===== src/rtl/constraint_sweep_if.sv =====
// constraint_sweep_if: start/done handshake, constraint-select mux port and sweep results.
interface constraint_sweep_if #(
    parameter int NUM_CONS = 32,
    parameter int IDX_W    = 5
);
    logic                start;
    logic                abort;
    logic [NUM_CONS-1:0] cons_mask;
    logic                cons_x;
    logic [IDX_W-1:0]    cons_sel;
    logic                busy;
    logic                done;
    logic                pass;
    logic [IDX_W-1:0]    fail_idx;
    logic [IDX_W:0]      fail_cnt;
    modport master (
        output start, abort, cons_mask, cons_x,
        input  cons_sel, busy, done, pass, fail_idx, fail_cnt
    );
    modport slave (
        input  start, abort, cons_mask, cons_x,
        output cons_sel, busy, done, pass, fail_idx, fail_cnt
    );
endinterface


===== src/rtl/constraint_sweep_seq.sv =====
// constraint_sweep_seq: evaluates one constraint per cycle and reports pass, first failing index and failure count.
// Defining CONS_SWEEP_EARLY_ABORT_EN ends the sweep at the first enabled failure.
module constraint_sweep_seq #(
    parameter int NUM_CONS = 32,
    parameter int IDX_W    = 5
) (
    input logic               clk,
    input logic               rst_n,
    constraint_sweep_if.slave bus
);
    typedef enum logic [1:0] {IDLE, SWEEP, FIN} state_t;
    state_t              state_q, state_d;
    logic [IDX_W-1:0]    sel_q, sel_d;
    logic [NUM_CONS-1:0] mask_q, mask_d;
    logic                pass_q, pass_d;
    logic [IDX_W-1:0]    idx_q, idx_d;
    logic [IDX_W:0]      cnt_q, cnt_d;
    logic                fail;
    logic                last;
    logic                stop;
    assign fail = mask_q[sel_q] && !bus.cons_x;
    assign last = sel_q == IDX_W'(NUM_CONS - 1);
`ifdef CONS_SWEEP_EARLY_ABORT_EN
    assign stop = last || fail;
`else
    assign stop = last;
`endif
    always_comb begin
        state_d = state_q;
        sel_d   = sel_q;
        mask_d  = mask_q;
        pass_d  = pass_q;
        idx_d   = idx_q;
        cnt_d   = cnt_q;
        case (state_q)
            IDLE: if (bus.start) begin
                state_d = SWEEP;
                sel_d   = '0;
                mask_d  = bus.cons_mask;
                pass_d  = 1'b0;
                idx_d   = '0;
                cnt_d   = '0;
            end
            SWEEP: if (bus.abort) begin
                state_d = IDLE;
                sel_d   = '0;
            end else begin
                // the first failure is the one seen while the count is still zero
                if (fail) begin
                    cnt_d = cnt_q + 1'b1;
                    idx_d = cnt_q == '0 ? sel_q : idx_q;
                end
                state_d = stop ? FIN : SWEEP;
                sel_d   = stop ? sel_q : sel_q + 1'b1;
                pass_d  = stop && cnt_d == '0;
            end
            FIN: begin
                state_d = IDLE;
                sel_d   = '0;
            end
            default: state_d = IDLE;
        endcase
    end
    always_ff @(posedge clk or negedge rst_n) begin
        if (!rst_n) begin
            state_q <= IDLE;
            sel_q   <= '0;
            mask_q  <= '0;
            pass_q  <= 1'b0;
            idx_q   <= '0;
            cnt_q   <= '0;
        end else begin
            state_q <= state_d;
            sel_q   <= sel_d;
            mask_q  <= mask_d;
            pass_q  <= pass_d;
            idx_q   <= idx_d;
            cnt_q   <= cnt_d;
        end
    end
    assign bus.cons_sel = sel_q;
    assign bus.busy     = state_q != IDLE;
    assign bus.done     = state_q == FIN;
    assign bus.pass     = pass_q;
    assign bus.fail_idx = idx_q;
    assign bus.fail_cnt = cnt_q;
endmodule


===== src/flat_wrapper.sv =====
// flat-port wrapper written by rule: the top's interface ports become plain ports
module constraint_sweep_seq_flat 
#(
    parameter int NUM_CONS = 32,
    parameter int IDX_W    = 5
)
  (clk, rst_n, bus_start, bus_abort, bus_cons_mask, bus_cons_x, bus_cons_sel, bus_busy, bus_done, bus_pass, bus_fail_idx, bus_fail_cnt);
  constraint_sweep_if #(.NUM_CONS(NUM_CONS), .IDX_W(IDX_W)) bus_i ();
  input logic clk;
  input logic rst_n;
  input wire logic [$bits(bus_i.start)-1:0] bus_start;
  input wire logic [$bits(bus_i.abort)-1:0] bus_abort;
  input wire logic [$bits(bus_i.cons_mask)-1:0] bus_cons_mask;
  input wire logic [$bits(bus_i.cons_x)-1:0] bus_cons_x;
  output wire logic [$bits(bus_i.cons_sel)-1:0] bus_cons_sel;
  output wire logic [$bits(bus_i.busy)-1:0] bus_busy;
  output wire logic [$bits(bus_i.done)-1:0] bus_done;
  output wire logic [$bits(bus_i.pass)-1:0] bus_pass;
  output wire logic [$bits(bus_i.fail_idx)-1:0] bus_fail_idx;
  output wire logic [$bits(bus_i.fail_cnt)-1:0] bus_fail_cnt;
  assign bus_i.start = bus_start;
  assign bus_i.abort = bus_abort;
  assign bus_i.cons_mask = bus_cons_mask;
  assign bus_i.cons_x = bus_cons_x;
  assign bus_cons_sel = bus_i.cons_sel;
  assign bus_busy = bus_i.busy;
  assign bus_done = bus_i.done;
  assign bus_pass = bus_i.pass;
  assign bus_fail_idx = bus_i.fail_idx;
  assign bus_fail_cnt = bus_i.fail_cnt;
  constraint_sweep_seq #(.NUM_CONS(NUM_CONS), .IDX_W(IDX_W)) u_core (.clk(clk), .rst_n(rst_n), .bus(bus_i));
endmodule

===== config.mk =====
export PLATFORM = sky130hd
export DESIGN_NAME = constraint_sweep_seq_flat
export DESIGN_NICKNAME = d
export VERILOG_FILES = /design/src/rtl/constraint_sweep_if.sv /design/src/rtl/constraint_sweep_seq.sv /design/src/flat_wrapper.sv
export SDC_FILE = /design/constraint.sdc
export NUM_CORES = 1
export LEC_CHECK = 0
export ABC_AREA = 1
export BUFFER_PORTS_ARGS = -buffer_cell sky130_fd_sc_hd__buf_2
export CORE_ASPECT_RATIO = 1.1
export CORE_MARGIN = 8
export CORE_UTILIZATION = 50
export CTS_CLUSTER_DIAMETER = 50
export DETAILED_ROUTE_END_ITERATION = 10
export PLACE_DENSITY = 0.74
export SLEW_MARGIN = 20
export SYNTH_ARGS = -nofsm -noshare
export SYNTH_HDL_FRONTEND = slang
export SYNTH_SLANG_ARGS = --single-unit

===== constraint.sdc =====
create_clock -name clk -period 1.9 [get_ports clk]
set_input_delay 0.285 -clock clk [delete_from_list [all_inputs] [get_ports clk]]
set_output_delay 0.285 -clock clk [all_outputs]
set_load 0.005 [all_outputs]

# ---- Word-level counts from Yosys, hierarchy flattened
# Cells that the tools add are included.
dict set report op_classes {
  add_sub_neg 2
  order_cmp 1
  n_eq_ne 8
  mux 23
  n_reduce_logical 13
}
# operator count
set ops {}
lappend ops {{5-bit two-way mux} 6}
lappend ops {{6-bit two-way mux} 5}
lappend ops {{5-bit one-hot mux with 3 select lines} 1}
lappend ops {{6-bit zero test} 2}
lappend ops {{6-bit one-hot mux with 2 select lines} 1}
lappend ops {{5-bit one-hot mux with 2 select lines} 1}
lappend ops {{6-bit by 1-bit adder with 6-bit output, second input constant} 1}
lappend ops {{5-bit by 6-bit less-than comparator with 1-bit output, second input constant} 1}
lappend ops {{2-bit two-way mux} 3}
lappend ops {{3-bit AND reduction} 2}
lappend ops {{5-bit by 1-bit adder with 5-bit output, second input constant} 1}
lappend ops {{1-bit binary-select mux with 5-bit select} 1}
lappend ops {{5-bit equality test, second input constant} 1}
lappend ops {{5-bit AND reduction} 1}
lappend ops {{2-bit by 1-bit != test with 1-bit output, second input constant} 2}
lappend ops {{2-bit != test, second input constant} 2}
lappend ops {{2-bit one-hot mux with 2 select lines} 1}
lappend ops {{2-bit nonzero test} 2}
lappend ops {{1-bit two-way mux} 3}
lappend ops {{3-bit != test, second input constant} 1}
lappend ops {{3-bit nonzero test} 1}
lappend ops {{2-bit by 1-bit equality test with 1-bit output, second input constant} 1}
lappend ops {{2-bit equality test, second input constant} 1}
lappend ops {{1-bit logical AND} 2}
lappend ops {{other kinds (4)} 4}
dict set report word_totals {
  register_bits 51
  inputBits 37
  wordCells 53
}

# ---- Depth between registers and ports, before layout
# Gate-level depths: netlist (run 1).
dict set report depth {
  ltp_word 10
  mapped_depth 16
  depth_no_buf 15
}

# ---- Least setup slack after synthesis (run 1)
# No wires, ideal clock.
dict set report synth_timing {
  path_kind {reg2reg}
  startpoint {register u_core.sel_q[0] (netlist: u_core.bus.cons_sel[0])}
  endpoint {register u_core.sel_q[3] (netlist: u_core.bus.cons_sel[3])}
  setup_time_ns 0.131
  arrival_time_ns 1.599
  slack_ns 0.170
  stages_incl_launch_ff 13
  path_buffers 0
  synth_period_minus_slack_ns 1.730
  cell_sequence {dfrtp_1 > ha_1 > nand2_1 > nor2_1 > ha_1 > inv_1 > nor2_1 > nor2_1 > inv_1 > nor2_1 > nand3_1 > nand2_1 > a21oi_1}
}
dict set report synth_via {
  elab_chain_cells 4
  word_cells_on_any_way 7
}
# element line_no
set synth_lines {}
lappend synth_lines {{start: declaration} constraint_sweep_seq.sv:13} ;# logic [IDX_W-1:0] sel_q, sel_d;
lappend synth_lines {{start signal: assignment} constraint_sweep_seq.sv:74} ;# sel_q <= sel_d;
lappend synth_lines {{5-bit by 1-bit adder with 5-bit output} constraint_sweep_seq.sv:54} ;# sel_d = stop ? sel_q : sel_q + 1'b1;
lappend synth_lines {{5-bit two-way mux} constraint_sweep_seq.sv:54}
lappend synth_lines {{5-bit two-way mux} constraint_sweep_seq.sv:44} ;# SWEEP: if (bus.abort) begin
lappend synth_lines {{5-bit one-hot mux with 3 select lines} constraint_sweep_seq.sv:35} ;# case (state_q)
# Several ways; a longest one is shown, not always the timed one. The select of a mux whose other input is x is not followed.
# A chain may end at the register's enable or synchronous reset.

# ---- Worst setup path after layout (run 1)
# Same ends and word-level chain as after synthesis.

==> results of run 1 <==
==> repair_timing <==
action,in CTS,in global routing
buffers inserted,0,10
resized for setup,1,31
endpoints found under the hold margin,21,0
cloned,0,2
pin swaps,0,8
setup endpoints to repair,1,16
hold buffers,1,0
==> cells by family (layout without fill, tap and decap cells) <==
logic type	after synthesis	count (layout)
and+or+nand+nor	133	133
buffers and inverters	28	104
adders and majority gates	4	4
DFF	51	51
xor gates and xnor gates	3	3
AOI/OAI and AO/OA	24	24
muxes	32	32
==> path summary, 6_finish.rpt <==
path                                        start                      to  slack, ns  cells after the start
hold reg to reg            u_core.bus.fail_idx[1]  u_core.bus.fail_idx[1]       0.49                      2
max in group asynchronous                   rst_n  u_core.bus.cons_sel[0]       0.87                      3
setup / recovery           u_core.bus.cons_sel[0]  u_core.bus.cons_sel[3]      -0.02                     12
hold / removal                  bus_cons_mask[11]       u_core.mask_q[11]       0.21                      2
min in group asynchronous                   rst_n        u_core.mask_q[8]       0.49                      2
setup reg to reg           u_core.bus.cons_sel[0]  u_core.bus.cons_sel[3]      -0.02                     12
==> state kept, by name (all words and copies together), names as in the netlist <==
name / flops
u_core.bus.pass: 1
u_core.bus.fail_idx: 5
u_core.mask_q: 32
u_core.state_q: 2
u_core.bus.fail_cnt: 6
u_core.bus.cons_sel: 5
==> synthesized netlist by cell type (all sizes together) <==
library cell	n
nand4	2
o31ai	1
nand3	32
xor2	3
a21oi	8
ha	4
o21ai	13
nor3	1
buf	7
inv	21
dfrtp	51
nand2	81
mux2	32
o22ai	1
a22o	1
nor2	17
==> where the power goes <==
group | leakage (nW) | switching, W | total [W] | internal (W)
Clock | 0.0513 | 0.000336 | 0.000723 | 0.000386
Sequential | 0.629 | 0.000158 | 0.00145 | 0.00129
Combinational | 0.966 | 0.000750 | 0.00146 | 0.000706
==> metal layers <==
layer | vias to the layer above | wire [um]
met4 | 0 | 141
met5 | - | 0
met1 | 1040 | 2490
met2 | 76 | 3040
li1 | 1063 | -
met3 | 16 | 440
==> worst max-delay path: cells and delay by family (launching register included) <==
family                   cells  cell delay, ns
AND/OR/NAND/NOR              5            0.42
flip-flops                   1            0.45
buffers and inverters        3            0.31
adder cells (fa/ha/maj)      2            0.38
AO/OA/AOI/OAI                2            0.30
==> stage by stage <==
step / setup TNS [ns] / util, % / std cells
finish: -0.0215 / 65.1 / 409
global route: -0.599 / 65.1 / 409
CTS: 0 / 61.5 / 397
detailed placement: 0 / 59.2 / 389
global placement: 0 / 59.2 / 389
floorplan: 0 / - / 275
==> placed cells by master (no fill, tap or decap), drive strengths merged <==
| cell | netlist | routed |
|---|---|---|
| nand2 | 81 | 81 |
| buf | 7 | 73 |
| dfrtp | 51 | 51 |
| mux2 | 32 | 32 |
| nand3 | 32 | 32 |
| inv | 21 | 22 |
| nor2 | 17 | 17 |
| o21ai | 13 | 13 |
| a21oi | 8 | 8 |
| clkbuf | 0 | 7 |
| ha | 4 | 4 |
| xor2 | 3 | 3 |
| nand4 | 2 | 2 |
| o31ai | 1 | 1 |
| nor3 | 1 | 1 |
| a22o | 1 | 1 |
| o22ai | 1 | 1 |
| bufinv | 0 | 1 |
| dlygate4sd3 | 0 | 1 |
==> final cells by class <==
class	count	area share [%]
repair inverters	1	0.267
multi-input cells	196	38.0
clock buffers	6	2.21
well taps	58	2.21
flip-flops and latches	51	39.0
inverters	21	2.90
repair buffers	75	14.5
clock inverters	1	0.916
==> flow_summary_export.csv, run 1 <==
group,metric,value,unit
grt,grt_pass1_vias,2239,
finish,multi_input_area,1240,um^2
logic_synthesis,synth_area,2610,um^2
routing,remaining_drc_errors,0,
place,numPortBuffers,55,
status,violations,"negative setup slack",
logic_synthesis,ys_types,26,
logic_synthesis,post-synth-top-area-cell,"dfrtp_1",
cts,h-tree-depth,2,
logic_synthesis,synth_nets,316,
timing,hold_viol_final,0,
routing,dr.pass1.iters,6,
logic_synthesis,ys_top_cells_by_area,"dfrtp_1, mux2_2, nand2_1",
logic_synthesis,ys_ff_latch,51,
grt,grtUsageMet3,5.17,%
worst_hold_path,hp-class,"input pin to flip-flop",
place,place_area,2980,um^2
critical_path,cp-start-kind,"flip-flop",
die,start_util,51.9,%
routing,drt-total-wl,6110,um
logic_synthesis,synth_top_family_by_area,"simple AND/OR/NAND/NOR gates",
finish,syn_to_final_growth,25.5,%
logic_synthesis,yosysSeqAreaShare,48.9,%
routing,antenna_left,0,
flow_run,drv_cap,0,
routing,post_drt_wl_per_cell,14.9,um
grt,met1_usage,17.7,%
critical_path,arrival,2.15,ns
timing,fin_crit,1.92,ns
place,place_ws,0.0151,ns
critical_path,crit_required,2.13,ns
critical_path,critPathMaxStageDelay,0.45,ns
finish,drive_gt1_share,42.7,%
die,die_area,7790,um^2
power,ir_drop,0.632,mV
cts,cts-root-buf,"clkbuf_8",
timing,max_freq,0.520,GHz
grt,grt_start_max_net_pins,34,
logic_synthesis,synth-simple-area-share,23.8,%
finish,nFillCells,386,
place,place_congestion,0.923,
logic_synthesis,postSynthCellCount,275,
critical_path,crit_type,"flip-flop to flip-flop",
logic_synthesis,synth-compound-area-share,4.89,%
logic_synthesis,synthMuxAreaShare,13.8,%
cts,path_clk_slew,0.09,ns
critical_path,cp_max_fo,7,
power,power,0.00363,W
timing,slew_headroom,66.0,%
place,hpwl,4370,um
routing,viasPerCell,5.37,
finish,num_antenna_cells,0,
finish,nets,392,
die,rows,27,
grt,top_usage_layer,"met2",
cts,numCtsBuffers,5,
cts,clkSinkCount,51,
grt,use_met2,26.1,%
power,power_density,1110,nW/um^2
logic_synthesis,synthAdderAreaFrac,1.92,%
timing,worst_clock_skew,0.00642,ns
timing,post-route-period-util,101,%
logic_synthesis,yosys.area_share.xor_xnor,1.01,%
logic_synthesis,synth.top_cell.area_share,48.9,%
critical_path,cp_cell_sequence,"buf_12, ha_2, nand2_2, nor2_1, ha_1, inv_2, nor2_2, nor2_2, inv_2, o21ai_1, nand2_1, a21oi_1",
grt,grt_antenna_before_repair,0,
critical_path,worstSetupEndpointType,"flip-flop",
timing,rsz0062_at_grt,"yes",
timing,slew_violations,0,
die,die_w,84.9,um
critical_path,critPathSlowestCell,"dfrtp_2",
logic_synthesis,yosysWarnings,0,
logic_synthesis,synth_area_per_cell,9.50,um^2
grt,gr-usage-all-layers,15.4,%
die,io_pins,56,
cts,cts_tree,"done",
finish,seqCellArea,1280,um^2
grt,grt_pass1_wl,9890,um
die,die_h,91.8,um
routing,num_vias,2195,
routing,drt_iter0_markers,135,
timing,setup_viol,1,
finish,stdcell_area,3280,um^2
timing,worst_pin_slew,0.510,ns
timing,fin_ws,-0.0215,ns
grt,grt_overflow,0,
cts,clock_latency,0.30,ns
power,power.leakage,1.65,nW
cts,clock_path_buffers,2,
die,core_region_area,5030,um^2
status,status,"complete, but fails checks",
timing,hold_ws,0.210,ns
No activity file was read; power rests on OpenSTA's default activity.
==> run 2, diff against run 1 <==
--- a/config.mk
+++ b/config.mk
@@ -12,6 +12,7 @@
 export CORE_UTILIZATION = 50
 export CTS_CLUSTER_DIAMETER = 50
 export DETAILED_ROUTE_END_ITERATION = 10
+export MAX_ROUTING_LAYER = met4
 export PLACE_DENSITY = 0.74
 export SLEW_MARGIN = 20
 export SYNTH_ARGS = -nofsm -noshare
==> run 2 against run 1 <==
Compared with the run above:
- the run still ends with negative setup slack left
- sequential power hardly changed
- clock-buffer cell count stayed put
- die area stayed put
- critical endpoint unchanged
- largest cell class unchanged
- largest power group unchanged
- highest routed layer unchanged
==> flow_summary_export.csv, run 2 (synthesized netlist as in run 1, its figures left out) <==
group,metric,value,unit
cts,cts_tree,"done",
grt,grt_pass1_vias,2238,
critical_path,cp_max_fo,7,
routing,viasPerCell,5.30,
grt,grt_pass1_wl,9890,um
critical_path,critPathMaxStageDelay,0.45,ns
timing,slew_violations,0,
finish,layout_commonest_cell,"nand2_1",
finish,drive_gt1_share,42.7,%
die,core_region_area,5030,um^2
grt,grt_antenna_before_repair,0,
place,numPortBuffers,55,
die,die_h,91.8,um
timing,worst_clock_skew,0.00497,ns
die,die_w,84.9,um
critical_path,arrival,2.10,ns
timing,fin_crit,1.91,ns
timing,setup_tns,-0.0114,ns
worst_hold_path,hp-class,"input pin to flip-flop",
critical_path,worstSetupEndpointType,"flip-flop",
cts,numCtsBuffers,5,
routing,num_vias,2169,
routing,antenna_left,0,
grt,grt_start_max_net_pins,34,
routing,post_drt_wl_per_cell,14.9,um
timing,slew_headroom,66.0,%
critical_path,cp_cell_sequence,"buf_12, ha_2, nand2_2, nor2_1, ha_1, inv_2, nor2_2, nor2_2, inv_2, nor2_2, nand3_1, nand2_1, a21oi_1",
timing,rsz0062_at_grt,"yes",
die,io_pins,56,
finish,final_cells,409,
finish,fin_util,65.1,%
timing,fin_ws,-0.0114,ns
cts,clock_path_buffers,2,
critical_path,crit_type,"flip-flop to flip-flop",
timing,max_freq,0.523,GHz
place,place_area,2980,um^2
routing,drt-total-wl,6110,um
finish,stdcell_area,3280,um^2
place,hpwl,4370,um
die,rows,27,
critical_path,cpLargestDelayFamily,"simple AND/OR/NAND/NOR gates",
die,die_area,7790,um^2
place,place_congestion,0.939,
critical_path,crit_required,2.09,ns
timing,hold_viol_final,0,
status,status,"complete, but fails checks",
routing,remaining_drc_errors,0,
routing,dr.pass1.iters,4,
finish,num_antenna_cells,0,
grt,top_usage_layer,"met2",
critical_path,crit_start,"u_core.bus.cons_sel[0]",
critical_path,r2r-end,"u_core.bus.cons_sel[3]",
timing,hold_ws,0.209,ns
cts,h-tree-depth,2,
timing,setup_viol,1,
cts,clock_latency,0.30,ns
critical_path,worstPathBufferInverterCount,3,
finish,nets,392,
cts,cts-root-buf,"clkbuf_8",
timing,worst_pin_slew,0.510,ns
die,start_util,51.9,%
grt,met1_usage,17.9,%
finish,final_cell_mix,"nand2_1, buf_2, dfrtp_1",
power,power_density,1110,nW/um^2
grt,grtUsageMet3,4.91,%
finish,top_register,"u_core.mask_q",
grt,use_met2,26.1,%
finish,largest_reg_flops,32,
power,power.leakage,1.65,nW
finish,syn_to_final_growth,25.5,%
power,ir_drop,0.633,mV
critical_path,critPathSlowestCell,"dfrtp_2",
critical_path,cp-start-kind,"flip-flop",
critical_path,worstRegToRegCells,13,
status,violations,"negative setup slack",
critical_path,r2r-start,"u_core.bus.cons_sel[0]",
grt,gr-usage-all-layers,15.8,%
critical_path,crit_end,"u_core.bus.cons_sel[3]",
place,dp.cells,389,
routing,drt_iter0_markers,127,
critical_path,rrSetupSlack,-0.01,ns
critical_path,crit_cells,13,
grt,grt_overflow,0,
flow_run,drv_cap,0,
cts,path_clk_slew,0.09,ns
critical_path,path_common_cell,"nor2_2",
cts,clkSinkCount,51,
timing,post-route-period-util,101,%
[run 2: worst min path at each step]
stage / to / depth (start not counted) / slack, ns / startpoint
6_report: u_core.mask_q[11] / 2 / 0.21 / bus_cons_mask[11]
5_1_grt: u_core.mask_q[29] / 2 / 0.20 / bus_cons_mask[29]
4_1_cts: u_core.mask_q[29] / 2 / 0.21 / bus_cons_mask[29]
3_5_place_dp: u_core.mask_q[1] / 1 / 0.29 / rst_n
3_3_place_gp: u_core.mask_q[1] / 1 / 0.28 / rst_n
2_1_floorplan: u_core.bus.cons_sel[0] / 0 / -0.01 / rst_n
[run 2: routing by layer]
| metal | vias to the layer above | share of wire [%] |
|---|---|---|
| met3 | 16 | 6.3 |
| met4 | 0 | 2.3 |
| met1 | 1022 | 42 |
| met5 | - | 0 |
| li1 | 1061 | - |
| met2 | 70 | 49 |
[run 2: cell type report]
type	count	area, um^2
clock buffers	6	72.6
clock inverters	1	30.0
fillers	386	1760
inverters	21	95.1
multi-input cells	196	1240
flip-flops and latches	51	1280
well taps	58	72.6
repair buffers	75	474
repair inverters	1	8.76
[run 2: repair_timing]
action / 4_1_cts / 5_1_grt
gates cloned: 0 / 2
pin swaps: 0 / 8
hold endpoints to repair: 21 / 0
hold buffers: 1 / 0
buffers inserted: 0 / 10
setup endpoints to repair: 1 / 16
gates resized for setup: 1 / 31
[run 2: stage by stage]
stage	power (W)	setup WS, ns
floorplan	0.00227	0.170
global placement	0.00253	0.0551
detailed placement	0.00258	0.0151
CTS	0.00330	0.0176
global route	0.00386	-0.135
finish	0.00363	-0.0114
[run 2: power by group]
group	switching (W)	internal, W
Sequential	0.000158	0.00129
Combinational	0.000751	0.000706
Clock	0.000336	0.000386
